[src/rtl/snake_controller_if.sv]
// Control/status bundle between the snake sequencing controller and its user
// (buttons and length select in, ring-datapath strobes and display status out).
interface snake_controller_if;
    logic        btn_run;
    logic        btn_dir;
    logic        btn_faster;
    logic        btn_slower;
    logic [1:0]  len_sel;
    logic        step_en;
    logic        step_dir;
    logic        load;
    logic [11:0] load_pattern;
    logic [2:0]  speed;
    logic        running;
    logic        blank;

    modport master (
        output btn_run, btn_dir, btn_faster, btn_slower, len_sel,
        input  step_en, step_dir, load, load_pattern, speed, running, blank
    );

    modport slave (
        input  btn_run, btn_dir, btn_faster, btn_slower, len_sel,
        output step_en, step_dir, load, load_pattern, speed, running, blank
    );
endinterface

[src/rtl/snake_controller.sv]
// Sequencing controller for the 12-bit snake ring: step timing, direction,
// pattern loads, run/pause FSM, saturating speed level and pause blinking.
module snake_controller #(
    parameter int unsigned BASE_DIV  = 1000,
    parameter int unsigned BLINK_DIV = 5000
) (
    input  logic              clock,
    input  logic              reset,
    snake_controller_if.slave bus
);
    localparam int unsigned PW = $clog2(8 * BASE_DIV);
    localparam int unsigned BW = (BLINK_DIV > 1) ? $clog2(BLINK_DIV) : 1;
    localparam logic [BW-1:0] BLINK_LAST = BW'(BLINK_DIV - 1);

    localparam logic [1:0] ST_INIT  = 2'd0;
    localparam logic [1:0] ST_LOAD  = 2'd1;
    localparam logic [1:0] ST_RUN   = 2'd2;
    localparam logic [1:0] ST_PAUSE = 2'd3;

    logic [1:0]    state_q, state_d;
    logic [1:0]    ret_q, ret_d;
    logic [1:0]    len_q, len_d;
    logic [PW-1:0] presc_q, presc_d;
    logic [BW-1:0] blink_q, blink_d;
    logic          step_en_q, step_en_d;
    logic          step_dir_q, step_dir_d;
    logic          load_q, load_d;
    logic [11:0]   pattern_q, pattern_d;
    logic [2:0]    speed_q, speed_d;
    logic          running_q, running_d;
    logic          blank_q, blank_d;

    logic [PW-1:0] period_last_s;
    logic          active_s;
    logic          len_chg_s;
    logic          spd_up_s;
    logic          spd_dn_s;

    function automatic logic [11:0] pattern_for(input logic [1:0] len);
        logic [11:0] pat;
        case (len)
            2'd0:    pat = 12'h800;
            2'd1:    pat = 12'hC00;
            2'd2:    pat = 12'hE00;
            2'd3:    pat = 12'hF00;
            default: pat = 12'hE00;
        endcase
        return pat;
    endfunction

    assign period_last_s = PW'(BASE_DIV * (32'd8 - 32'(speed_q)) - 32'd1);
    assign active_s      = (state_q == ST_RUN) || (state_q == ST_PAUSE);
    assign len_chg_s     = (bus.len_sel != len_q);
    assign spd_up_s      = active_s && bus.btn_faster && !bus.btn_slower && (speed_q != 3'd7);
    assign spd_dn_s      = active_s && bus.btn_slower && !bus.btn_faster && (speed_q != 3'd0);

    // Next-state logic for the FSM, prescaler, blink timer and all output registers.
    always_comb begin
        state_d    = state_q;
        ret_d      = ret_q;
        len_d      = len_q;
        presc_d    = presc_q;
        blink_d    = {BW{1'b0}};
        blank_d    = 1'b0;
        step_en_d  = 1'b0;
        load_d     = 1'b0;
        pattern_d  = pattern_q;
        speed_d    = speed_q;
        step_dir_d = step_dir_q ^ (bus.btn_dir && (state_q != ST_INIT));
        case (state_q)
            ST_INIT: begin
                len_d     = bus.len_sel;
                pattern_d = pattern_for(bus.len_sel);
                load_d    = 1'b1;
                ret_d     = ST_RUN;
                state_d   = ST_LOAD;
            end
            ST_LOAD: begin
                presc_d = {PW{1'b0}};
                state_d = ret_q;
            end
            ST_RUN: begin
                if (presc_q == period_last_s) begin
                    presc_d   = {PW{1'b0}};
                    step_en_d = 1'b1;
                end else begin
                    presc_d = presc_q + PW'(1);
                end
                // A length change wins over btn_run in the same cycle.
                if (len_chg_s) begin
                    len_d     = bus.len_sel;
                    pattern_d = pattern_for(bus.len_sel);
                    load_d    = 1'b1;
                    ret_d     = ST_RUN;
                    state_d   = ST_LOAD;
                end else if (bus.btn_run) begin
                    state_d = ST_PAUSE;
                end else begin
                    state_d = ST_RUN;
                end
            end
            ST_PAUSE: begin
                if (len_chg_s) begin
                    len_d     = bus.len_sel;
                    pattern_d = pattern_for(bus.len_sel);
                    load_d    = 1'b1;
                    ret_d     = ST_PAUSE;
                    state_d   = ST_LOAD;
                end else if (bus.btn_run) begin
                    state_d = ST_RUN;
                end else begin
                    state_d = ST_PAUSE;
                    if (blink_q == BLINK_LAST) begin
                        blink_d = {BW{1'b0}};
                        blank_d = ~blank_q;
                    end else begin
                        blink_d = blink_q + BW'(1);
                        blank_d = blank_q;
                    end
                end
            end
            default: begin
                state_d = ST_INIT;
            end
        endcase
        // A real speed change restarts the step period and suppresses this cycle's step.
        if (spd_up_s) begin
            speed_d   = speed_q + 3'd1;
            presc_d   = {PW{1'b0}};
            step_en_d = 1'b0;
        end else if (spd_dn_s) begin
            speed_d   = speed_q - 3'd1;
            presc_d   = {PW{1'b0}};
            step_en_d = 1'b0;
        end else begin
            speed_d = speed_q;
        end
        running_d = (state_d == ST_RUN);
    end

    // State and output registers with asynchronous active-low reset.
    always_ff @(posedge clock or negedge reset) begin
        if (!reset) begin
            state_q    <= ST_INIT;
            ret_q      <= ST_RUN;
            len_q      <= 2'd2;
            presc_q    <= {PW{1'b0}};
            blink_q    <= {BW{1'b0}};
            step_en_q  <= 1'b0;
            step_dir_q <= 1'b0;
            load_q     <= 1'b0;
            pattern_q  <= 12'hE00;
            speed_q    <= 3'd3;
            running_q  <= 1'b0;
            blank_q    <= 1'b0;
        end else begin
            state_q    <= state_d;
            ret_q      <= ret_d;
            len_q      <= len_d;
            presc_q    <= presc_d;
            blink_q    <= blink_d;
            step_en_q  <= step_en_d;
            step_dir_q <= step_dir_d;
            load_q     <= load_d;
            pattern_q  <= pattern_d;
            speed_q    <= speed_d;
            running_q  <= running_d;
            blank_q    <= blank_d;
        end
    end

    assign bus.step_en      = step_en_q;
    assign bus.step_dir     = step_dir_q;
    assign bus.load         = load_q;
    assign bus.load_pattern = pattern_q;
    assign bus.speed        = speed_q;
    assign bus.running      = running_q;
    assign bus.blank        = blank_q;
endmodule

[src/flat_wrapper.sv]
// flat-port wrapper written by rule: the top's interface ports become plain ports
module snake_controller_flat 
#(
    parameter int unsigned BASE_DIV  = 1000,
    parameter int unsigned BLINK_DIV = 5000
)
  (clock, reset, bus_btn_run, bus_btn_dir, bus_btn_faster, bus_btn_slower, bus_len_sel, bus_step_en, bus_step_dir, bus_load, bus_load_pattern, bus_speed, bus_running, bus_blank);
  snake_controller_if bus_i ();
  input  logic clock;
  input  logic reset;
  input wire logic [$bits(bus_i.btn_run)-1:0] bus_btn_run;
  input wire logic [$bits(bus_i.btn_dir)-1:0] bus_btn_dir;
  input wire logic [$bits(bus_i.btn_faster)-1:0] bus_btn_faster;
  input wire logic [$bits(bus_i.btn_slower)-1:0] bus_btn_slower;
  input wire logic [$bits(bus_i.len_sel)-1:0] bus_len_sel;
  output wire logic [$bits(bus_i.step_en)-1:0] bus_step_en;
  output wire logic [$bits(bus_i.step_dir)-1:0] bus_step_dir;
  output wire logic [$bits(bus_i.load)-1:0] bus_load;
  output wire logic [$bits(bus_i.load_pattern)-1:0] bus_load_pattern;
  output wire logic [$bits(bus_i.speed)-1:0] bus_speed;
  output wire logic [$bits(bus_i.running)-1:0] bus_running;
  output wire logic [$bits(bus_i.blank)-1:0] bus_blank;
  assign bus_i.btn_run = bus_btn_run;
  assign bus_i.btn_dir = bus_btn_dir;
  assign bus_i.btn_faster = bus_btn_faster;
  assign bus_i.btn_slower = bus_btn_slower;
  assign bus_i.len_sel = bus_len_sel;
  assign bus_step_en = bus_i.step_en;
  assign bus_step_dir = bus_i.step_dir;
  assign bus_load = bus_i.load;
  assign bus_load_pattern = bus_i.load_pattern;
  assign bus_speed = bus_i.speed;
  assign bus_running = bus_i.running;
  assign bus_blank = bus_i.blank;
  snake_controller #(.BASE_DIV(BASE_DIV), .BLINK_DIV(BLINK_DIV)) u_core (.clock(clock), .reset(reset), .bus(bus_i));
endmodule
[config.mk]
export PLATFORM = sky130hd
export DESIGN_NAME = snake_controller_flat
export DESIGN_NICKNAME = d
export VERILOG_FILES = /design/src/rtl/snake_controller_if.sv /design/src/rtl/snake_controller.sv /design/src/flat_wrapper.sv
export SDC_FILE = /design/constraint.sdc
export NUM_CORES = 1
export LEC_CHECK = 0
export CAP_MARGIN = 25
export CELL_PAD_IN_SITES_DETAIL_PLACEMENT = 0
export CELL_PAD_IN_SITES_GLOBAL_PLACEMENT = 1
export CORE_UTILIZATION = 45
export CTS_CLUSTER_SIZE = 20
export DETAILED_ROUTE_END_ITERATION = 10
export PLACE_DENSITY = 0.77
export SLEW_MARGIN = 20
export SYNTH_ARGS = -nofsm -noshare
export SYNTH_HDL_FRONTEND = slang
export SYNTH_SLANG_ARGS = --single-unit
export TNS_END_PERCENT = 50
[constraint.sdc]
create_clock -name clock -period 5.6 [get_ports clock]
set_input_delay 0.56 -clock clock [delete_from_list [all_inputs] [get_ports clock]]
set_output_delay 0.56 -clock clock [all_outputs]
set_load 0.05 [all_outputs]
==> results.toml <==
[timing]
setup_tns_ns = 0
finalCritPeriodShare = 0.8512
tightest_slew_ns = 0.9851
slew_violations = 0
rsz0062_at_grt = "no"
skew_ns = 0.01169
relSlewSlack = 0.3408
hold_viol = 0
finalWorstSetupSlack_ns = 0.8331
setup_viol = 0
post-route-min-period_ns = 4.767
fmax_mhz = 209.8

[synthesis]
yosysWarningCount = 0
syn_avg_cell_area_um2 = 9.344
synth_cells = 325
ys_seq_area_frac = 0.3482
synth_top_cell_by_area = "dfrtp_1"
ys_seq_elements = 42
synth_edf_count = 0
synthFlopType = "dfrtp_1"
ys_top_cells_by_area = "dfrtp_1 30%, ha_1 13%, xor2_1 4.6%"
synth_top_area_share = 0.3049
synth_cell_types = 52
ys_async_sr_fraction = 1.000
synth_area_um2 = 3037

[setup_path]
r2r.worst_path.cells = 15
critical_path_class = "reg -> reg"
arrival_ns = 4.94
critPathRequiredTime_ns = 5.77
end_kind = "flip-flop"
cp_max_fo = 12
critPathLaunchType = "flip-flop"

[clock_network]
cts_setup_buffers = 0
cts_sinks = 42
root_buffer = "clkbuf_8"
cts_buffers = 5
clk_latency_ns = 0.30
clk_path_buf_depth = 2
cts_max_level = 2
ctsResizeCount = 0
cts_tree = "done"
clk_pin_slew_ns = 0.09
postCtsHoldBufs = 0

[die]
io_pins = 28
die_area_um2 = 7080
core_area_um2 = 6422
die_x_um = 84.15
std_cell_rows = 29
initial_core_util = 0.4728
die_h_um = 84.15

[place]
place_congestion = 0.8308
place_area_um2 = 3237
dp.cells = 411
place_hpwl_mm = 4.477
portBuffers = 18
post-place-ws_ns = 0.8349

[route]
drt_pre_antenna_iters = 8
routed_wl_mm = 5.870
first_iter_violations = 65
avgRoutedWirePerCell_um = 14.01
post_drt_via_cell_ratio = 5.286
vias = 2215
drtAntennaViolNets = 0
drc = 6

[grt]
gr-total-overflow = 0
grt_pass1_vias = 2308
grt_max_degree = 43
antenna_found_initial = 0
grt_pass1_wl_mm = 10.43
track_usage = 0.1847

[layout]
fin_cells = 419
nFillCells = 607
drive_gt1_frac = 0.08187
final_cell_area_um2 = 3326
nNetsFinal = 385
layout_common_cells = "37 x dfrtp_1, 33 x nand2_1, 33 x nor2_1"
antennaDiodeCount = 0
final_common_cell = "dfrtp_1"
syn2layout_area_growth_pct = 9.518

[run]
maxCapViolCount = 0

[hold_path]
holdCritPathClass = "in -> async"

[status]
status = "complete, but fails checks"
violations = "DRC"
-- cells by family after synthesis --
family,share of synthesized area
flip-flops,0.3482
XOR/XNOR,0.09683
buffers and inverters,0.06057
multiplexers,0.02142
AO/OA/AOI/OAI,0.1026
AND/OR/NAND/NOR,0.2073
other,0.002473
adder cells (fa/ha/maj),0.1607
-- synthesized netlist by cell type (all sizes together) (8+ instances only) --
master,n
buf,10
nor3,8
a21oi,14
nor2,34
xnor2,15
dfrtp,37
nand2,33
inv,23
ha,31
nand3,11
xor2,16
o21ai,11
-- final cells by class --
class / instances / area (um^2) / area share
repair buffers: 18 / 177.7 / 0.05342
inverters: 23 / 86.33 / 0.02596
multi-input cells: 251 / 1822 / 0.5478
flip-flops and latches: 42 / 1057 / 0.3179
well taps: 77 / 96.34 / 0.02897
clock buffers: 6 / 72.57 / 0.02182
clock inverters: 2 / 13.76 / 0.004138
-- state kept, by name (all words and copies together) (netlist names) --
signal / flops
u_core.bus.blank: 1
u_core.ret_q: 1
u_core.bus.load: 1
u_core.bus.load_pattern: 3
u_core.bus.speed: 3
u_core.blink_q: 13
u_core.presc_q: 13
u_core.len_q: 2
u_core.bus.step_en: 1
u_core.state_q: 2
u_core.bus.step_dir: 1
u_core.bus.running: 1
-- stage by stage --
stage / utilization / hold WS (ns)
6_report: 0.5178 / 0.2283
5_1_grt: 0.5178 / 0.2889
4_1_cts: 0.5174 / 0.4462
3_5_place_dp: 0.5040 / 0.4597
3_3_place_gp: 0.5040 / 0.4580
2_1_floorplan: - / 0.2644
-- critical path, cell delays in order (launching register included) --
cell and delay (ns):
dfstp_2 0.65, inv_1 0.17, ha_1 0.42, xor2_1 0.44
xnor2_1 0.20, fa_1 0.47, fa_1 0.54, inv_1 0.05
ha_1 0.28, ha_1 0.20, a221o_1 0.35, a31oi_1 0.17
xor2_1 0.11, nand3b_4 0.24, o2111ai_1 0.24, o211ai_1 0.12
-- path summary, 6_finish.rpt --
kind | slack, ns | to | startpoint
setup reg to reg | 0.83 | u_core.presc_q[3]$_DFFE_PN0P_ | u_core.bus.speed[0]$_DFFE_PN1P_
max in group asynchronous | 4.95 | u_core.bus.speed[0]$_DFFE_PN1P_ | reset
hold / removal | 0.23 | u_core.presc_q[12]$_DFFE_PN0P_ | reset
setup / recovery | 0.83 | u_core.presc_q[3]$_DFFE_PN0P_ | u_core.bus.speed[0]$_DFFE_PN1P_
hold reg to reg | 0.46 | u_core.blink_q[0]$_DFF_PN0_ | u_core.blink_q[0]$_DFF_PN0_
min in group clock | 0.46 | u_core.blink_q[0]$_DFF_PN0_ | u_core.blink_q[0]$_DFF_PN0_
-- layer usage --
layer	up-vias	wire, um	GRT usage
li1	1127	-	-
met3	11	170	0.03245
met4	0	105	0.06426
met1	1044	2855	0.2430
met2	33	2739	0.3085
met5	-	0	0
Power is not shown: default switching activity piles up to over one toggle a cycle in this logic, so the estimate is an artifact.
